File: src/rtl/conv_frame_ctrl.sv
// Frame-level sequencer for the conv chunk filter: tracks chunk position, gates conv.en.
// Optional CONV_FRAME_STATS_EN adds a per-frame filtered-beat counter (filt_cnt).
module conv_frame_ctrl #(
    parameter int unsigned WIDTH  = 640,
    parameter int unsigned HEIGHT = 480,
    parameter int unsigned DIM    = 3,
    parameter int unsigned EN_LAT = 1
) (
    input  logic        clk,
    input  logic        rst,
    input  logic        in_vld,
    input  logic        in_rdy,
    input  logic        in_sof,
    input  logic        cfg_filter_en,
    input  logic        cfg_border_pass,
    output logic        en,
    output logic        busy,
    output logic        frame_done,
    output logic        sync_err,
    output logic [15:0] frame_cnt
`ifdef CONV_FRAME_STATS_EN
    ,
    output logic [23:0] filt_cnt
`endif
);

    localparam int unsigned CW = (WIDTH > 1) ? $clog2(WIDTH) : 1;
    localparam int unsigned RW = (HEIGHT > 1) ? $clog2(HEIGHT) : 1;
    localparam int R = int'(DIM / 2);
    localparam logic [CW-1:0] ColLast = CW'(WIDTH - 1);
    localparam logic [RW-1:0] RowLast = RW'(HEIGHT - 1);

    typedef enum logic {StIdle, StActive} state_e;

    state_e            state_q, state_d;
    logic [RW-1:0]     row_q, row_d;
    logic [CW-1:0]     col_q, col_d;
    logic              filt_q, filt_d;
    logic              bp_q, bp_d;
    logic [15:0]       frame_cnt_q, frame_cnt_d;
    logic              done_q, done_d;
    logic              err_q, err_d;
    logic              busy_q;
    logic [EN_LAT-1:0] en_pipe_q;

    logic          beat, start, pix, last, interior, en_beat, filt, bp;
    logic [RW-1:0] pr;
    logic [CW-1:0] pc;

`ifdef CONV_FRAME_STATS_EN
    logic [23:0] run_q, run_d, filt_cnt_q, filt_cnt_d, sum;
`endif

    always_comb begin
        beat  = in_vld & in_rdy;
        start = beat & in_sof;
        // A beat is a real pixel when it starts a frame or continues an active one.
        pix   = beat & (in_sof | (state_q == StActive));
        err_d = beat & (((state_q == StIdle) & ~in_sof) |
                        ((state_q == StActive) & in_sof & ((row_q != '0) | (col_q != '0))));

        pr   = start ? '0 : row_q;
        pc   = start ? '0 : col_q;
        filt = start ? cfg_filter_en : filt_q;
        bp   = start ? cfg_border_pass : bp_q;

        interior = (int'(pr) >= R) && (int'(pr) <= int'(HEIGHT) - 1 - R) &&
                   (int'(pc) >= R) && (int'(pc) <= int'(WIDTH) - 1 - R);
        en_beat  = pix & filt & (interior | ~bp);
        last     = (pr == RowLast) && (pc == ColLast);

        state_d     = state_q;
        row_d       = row_q;
        col_d       = col_q;
        filt_d      = filt_q;
        bp_d        = bp_q;
        frame_cnt_d = frame_cnt_q;
        done_d      = 1'b0;

        if (pix) begin
            filt_d = filt;
            bp_d   = bp;
            if (last) begin
                state_d     = StIdle;
                row_d       = '0;
                col_d       = '0;
                done_d      = 1'b1;
                frame_cnt_d = frame_cnt_q + 16'd1;
            end else begin
                state_d = StActive;
                if (pc == ColLast) begin
                    col_d = '0;
                    row_d = pr + RW'(1);
                end else begin
                    col_d = pc + CW'(1);
                    row_d = pr;
                end
            end
        end
    end

    always_ff @(posedge clk or posedge rst) begin
        if (rst) begin
            state_q     <= StIdle;
            row_q       <= '0;
            col_q       <= '0;
            filt_q      <= 1'b0;
            bp_q        <= 1'b0;
            frame_cnt_q <= '0;
            done_q      <= 1'b0;
            err_q       <= 1'b0;
            busy_q      <= 1'b0;
            en_pipe_q   <= '0;
        end else begin
            state_q      <= state_d;
            row_q        <= row_d;
            col_q        <= col_d;
            filt_q       <= filt_d;
            bp_q         <= bp_d;
            frame_cnt_q  <= frame_cnt_d;
            done_q       <= done_d;
            err_q        <= err_d;
            busy_q       <= (state_d == StActive);
            en_pipe_q[0] <= en_beat;
            for (int i = 1; i < int'(EN_LAT); i++) begin
                en_pipe_q[i] <= en_pipe_q[i-1];
            end
        end
    end

`ifdef CONV_FRAME_STATS_EN
    always_comb begin
        run_d      = run_q;
        filt_cnt_d = filt_cnt_q;
        sum        = (start ? 24'd0 : run_q) + 24'(en_beat);
        if (pix) begin
            if (last) begin
                filt_cnt_d = sum;
                run_d      = '0;
            end else begin
                run_d = sum;
            end
        end
    end

    always_ff @(posedge clk or posedge rst) begin
        if (rst) begin
            run_q      <= '0;
            filt_cnt_q <= '0;
        end else begin
            run_q      <= run_d;
            filt_cnt_q <= filt_cnt_d;
        end
    end

    assign filt_cnt = filt_cnt_q;
`endif

    assign en         = en_pipe_q[EN_LAT-1];
    assign busy       = busy_q;
    assign frame_done = done_q;
    assign sync_err   = err_q;
    assign frame_cnt  = frame_cnt_q;

endmodule
File: config.mk
export PLATFORM = sky130hd
export DESIGN_NAME = conv_frame_ctrl
export DESIGN_NICKNAME = d
export VERILOG_FILES = /design/src/rtl/conv_frame_ctrl.sv
export SDC_FILE = /design/constraint.sdc
export NUM_CORES = 1
export LEC_CHECK = 0
export ABC_AREA = 0
export CAP_MARGIN = 20
export CORE_UTILIZATION = 41
export CTS_CLUSTER_DIAMETER = 50
export DETAILED_ROUTE_END_ITERATION = 10
export REMOVE_ABC_BUFFERS = 1
export SYNTH_ARGS = -nofsm -noshare
export SYNTH_HDL_FRONTEND = slang
export SYNTH_SLANG_ARGS = --single-unit
export TNS_END_PERCENT = 1
File: constraint.sdc
create_clock -name clk -period 3.5 [get_ports clk]
set_input_delay 1.05 -clock clk [delete_from_list [all_inputs] [get_ports clk]]
set_output_delay 1.05 -clock clk [all_outputs]
set_load 0.05 [all_outputs]
After elaboration in Yosys (flattened, before gate mapping) --
Index checks and enable logic that the tools add are counted.
Word-level totals: flip-flop bits (word level) 41, word-level logic and storage cells 52, output and inout bits 20, memories kept 0, memory bits (read-only) 0, RAM bits 0, latch bits 0
Operators by class: $lt $le $gt $ge 4, $mul 0, bitwise operators 16, divide/modulo/power cells 0, eq/ne operators 2, reductions and logical operators 7, shifts and indexed selects 0, multiplexer cells 11, add/subtract/negate cells 3
Operators with widths (count):
- $mux W10 | 3
- $mux W9 | 3
- $add A16 B1 Y16 const B | 1
- $add A10 B1 Y10 const B | 1
- $eq A10 B10 Y1 const B | 1
- $ge A10 B1 Y1 const B | 1
- $le A10 B10 Y1 const B | 1
- $reduce_bool A10 Y1 | 1
- $add A9 B1 Y9 const B | 1
- $and A1 B1 Y1 | 9
- $eq A9 B9 Y1 const B | 1
- $ge A9 B1 Y1 const B | 1
- $le A9 B9 Y1 const B | 1
- $reduce_bool A9 Y1 | 1
- $mux W1 | 5
- $logic_and A1 B1 Y1 | 4
- $or A1 B1 Y1 | 4
- $not A1 Y1 | 3
- $reduce_and A2 Y1 | 1

Depth between registers and ports, before layout --
word-level depth 9, gate-level depth with buffers 11, gate-level depth less buffers 9

Worst setup path after synthesis --
No wires, ideal clock.
path kind input to register, start input in_vld, end register frame_cnt_q[1] (netlist: frame_cnt[1]), cell stages on the path 10, data required time 3.375 ns, path buffers 2, arrival time 3.157 ns, setup time 0.125 ns, slack 0.218 ns, path through nand3_1 clkbuf_1 nand2_1 inv_1 ha_1 nand2_1 nor3_1 and4_2 buf_2 mux2_2
Between the ends: longest elaborated chain between the ends 6, elaborated cells on any way between the ends 9
Ends and longest elaborated chain:
- start, declared | RTL line 11 | input logic in_vld,
- $and A1 B1 Y1 * | RTL line 55 | beat = in_vld & in_rdy;
- $and A1 B1 Y1 | RTL line 56 | start = beat & in_sof;
- $mux W10 / $mux W9 (equally long branches) | RTL line 63, 62
- $eq A10 B10 Y1 / $eq A9 B9 Y1 (equally long branches) | RTL line 70 | last = (pr == RowLast) && (pc == ColLast);
- $logic_and A1 B1 Y1 | RTL line 70
- $reduce_and A2 Y1 (no line) *
- end signal, assigned | RTL line 120 | frame_cnt_q <= frame_cnt_d;
- end, declared | RTL line 40 | logic [15:0] frame_cnt_q, frame_cnt_d;
Every way passes the cells marked *; elsewhere a longest branch is shown, timed or not. A chain may end at the register's enable or synchronous reset.

Final worst setup path --
start input in_sof, end register row_q[7]
Between the ends: longest elaborated chain between the ends 5, elaborated cells on any way between the ends 11
Ends and longest elaborated chain:
- start, declared | RTL line 13 | input logic in_sof,
- $and A1 B1 Y1 | RTL line 56
- $mux W9 / $mux W10 (equally long branches) | RTL line 62, 63
- $add A9 B1 Y9, or another cell as far along | RTL line 93 | row_d = pr + RW'(1);
- $mux W9 / $logic_and A1 B1 Y1 (equally long branches) | RTL line 91, 70
- $mux W9 | RTL line 83 | if (last) begin
- end signal, assigned | RTL line 116 | row_q <= row_d;
- end, declared | RTL line 36 | logic [RW-1:0] row_q, row_d;
Several ways; a longest one is shown, not always the timed one.

==> results.cfg <==
[route]
drt_iter0_markers = 216
vias = 2211
wl_per_cell_um = 15.29
ant_nets = 0
drt-vias-per-instance = 5.583
dr.pass1.iters = 4
drc = 0
wl_um = 6056

[timing]
rsz0062_at_grt = no
fin_tns_setup_ns = 0
fmax_ghz = 0.3174
worst_slew_pin_slew_ns = 0.5348
post-route-period-util_pct = 90.01
slew_headroom_pct = 64.11
fin_crit_ns = 3.150
setup_viol = 0
final_hold_viol_count = 0
finalClockSkew_ns = 0.009283
slew_viol_final = 0

[min_path]
min_path_type = reg2reg
hold_end = frame_cnt[15]
whs_path_depth = 1
hp-start = frame_cnt[15]

[synth]
synth_area_per_cell_um2 = 8.609
syn_area_um2 = 2385
async_flop_share_pct = 100.0
ys_types = 42
synth_edf_count = 0
ys_seq_elements = 41
seq_area_frac_synth_pct = 43.02
syn_inst = 277
synth.yosys.warnings = 0
synthFlopType = dfrtp_1

[finish]
num-nets-final = 338
drive_gt1_share_pct = 11.42
area_growth_pct = 24.66
layout_common_cells = nand2_1, dfrtp_1, clkdlybuf4s50_1, o21ai_0, buf_4
antenna_cells = 0
finalNonFillerCells = 396
layout_commonest_cell = nand2_1

[die]
rows = 27
die-area_um2 = 6125
pin_count = 27
die_x_um = 78.27
die_h_um = 78.27
start_util_pct = 43.04
coreArea_um2 = 5540

[critical_path]
critPathKind = in2reg
critPathCaptureType = flip-flop
r2r_slack_ns = 1.31
r2r_end = row_q[7]
arrival_ns = 3.39
required_ns = 3.74
cpMaxStageDelayCell = or4_1
crit_chain = clkdlybuf4s50_1 -> nand3_1 -> nand2_1 -> inv_1 -> ha_1 -> nand3_1 -> nor4_4 -> buf_4 -> nand2_1 -> or4_1 -> nand3_1
path_max_fanout = 11
r2r_cells = 9
cpMostUsedCell = nand3_1
cp-start-kind = input port
r2r-start = col_q[1]
cpPeakStageDelay_ns = 0.47

[place]
io_buffers = 26
gp_congestion = 0.8604
dpl.cell_count = 388
dp_hpwl_um = 4425

[power]
netSwitchingFraction_pct = 27.65
powerDensity_nw_per_um2 = 360.2
p_int_uw = 774.8
power_switching_uw = 296.2
p_seq_share_pct = 49.3
combinationalPowerShare_pct = 14.6
fin_total_pwr_uw = 1071
pwr-share-clk_pct = 36.1
p_leak_uw = 0.001305
ir_drop_mv = 0.1346

[clocking]
cts_tree = yes
clkLatencyLatePin_ns = 0.30
htreeDepth = 2
cts.clk_slew.worst_paths_ns = 0.08
postCtsHoldBufs = 0
post_cts_buffers = 0
cts_made_buffers = 5
ctsResizeCount = 0
clock_path_buffers = 2
root_buffer = clkbuf_8
clock-sinks = 41

[global_route]
grt_max_degree = 42
gr-total-overflow = 0
antenna_found_initial = 0
grt_pass1_wl_um = 10290
grt_pass1_vias = 2069
track_usage_pct = 21.50

[status]
status = complete, no violations

[run]
max_cap_viol_count = 0
[worst max-delay path by stage]
stage | start | to | slack [ns]
floorplan | in_vld | frame_cnt[1] | 0.15
global placement | in_sof | row_q[7] | 0.02
detailed placement | in_sof | row_q[6] | 0.008
CTS | in_sof | row_q[6] | 0.33
global route | in_sof | row_q[6] | 0.16
finish | in_sof | row_q[7] | 0.35
[cell families after synthesis]
family / count (synthesis) / synth area share [%]
simple gates: 131 / 28.07
compound gates: 54 / 13.43
flops: 41 / 43.02
buf+inv: 25 / 4.460
xor+xnor: 15 / 5.509
fa+ha+maj: 8 / 4.197
mux: 3 / 1.312
[worst max-delay path, delay by kind of cell]
kind	cells	cell delay, ns
and+or+nand+nor	7	1.34
buffers and inverters	3	0.80
adders and majority gates	1	0.19
[flip-flops by register name (all words and copies together) (netlist names)]
register	flops
en	1
sync_err	1
bp_q	1
row_q	9
frame_done	1
filt_q	1
col_q	10
busy	1
frame_cnt	16
[power by group through the flow]
stage / clock network, µW / registers (µW) / logic, µW
final: 387 / 528 / 156
after global placement: 0 / 536 / 157
after CTS: 398 / 526 / 157
after detailed placement: 0 / 535 / 156
after global routing: 416 / 530 / 176
after floorplan: 0 / 531 / 92.7
[routing by layer]
layer	vias to the layer above	global-route usage, %	wire, µm
met3	10	3.488	304
met1	1058	31.31	2898
li1	1083	-	-
met2	60	32.81	2769
met5	-	0	0
met4	0	6.111	85
[cells in the mapped netlist (all sizes together) (3+ instances only)]
library cell,count,share of area (%)
inv,14,2.2
nor2,16,2.5
nand3,18,4.3
nor4,9,3.0
xnor2,10,3.7
and3,4,1.0
a21oi,12,2.5
clkbuf,8,1.3
o31ai,3,0.94
or3,4,1.0
nand2,47,7.4
nand4,13,3.4
a31oi,3,0.79
buf,3,1.0
dfrtp,41,43
nor3,12,2.5
xor2,5,1.8
o21ai,26,5.5
ha,8,4.2
[through the flow]
step           utilization, %  worst slack, ns  hold slack (ns)  area (µm²)
2_1_floorplan               -           0.1458           0.4450        2331
3_3_place_gp            51.65          0.02333           0.4578        2861
3_5_place_dp            51.65         0.007821           0.4637        2861
4_1_cts                 53.66           0.3262           0.4756        2973
5_1_grt                 53.66           0.1583           0.4838        2973
6_report                53.66           0.3497           0.4747        2973
[layout make-up]
class	count	area (µm²)
clock buffer	6	72.57
clock inverter	2	38.79
fill	516	2567
inverter	14	52.55
multi-input combinational	211	1252
sequential	41	1026
tap	72	90.09
timing repair buffer	50	440.4
Power figures use the tool's default switching activity.
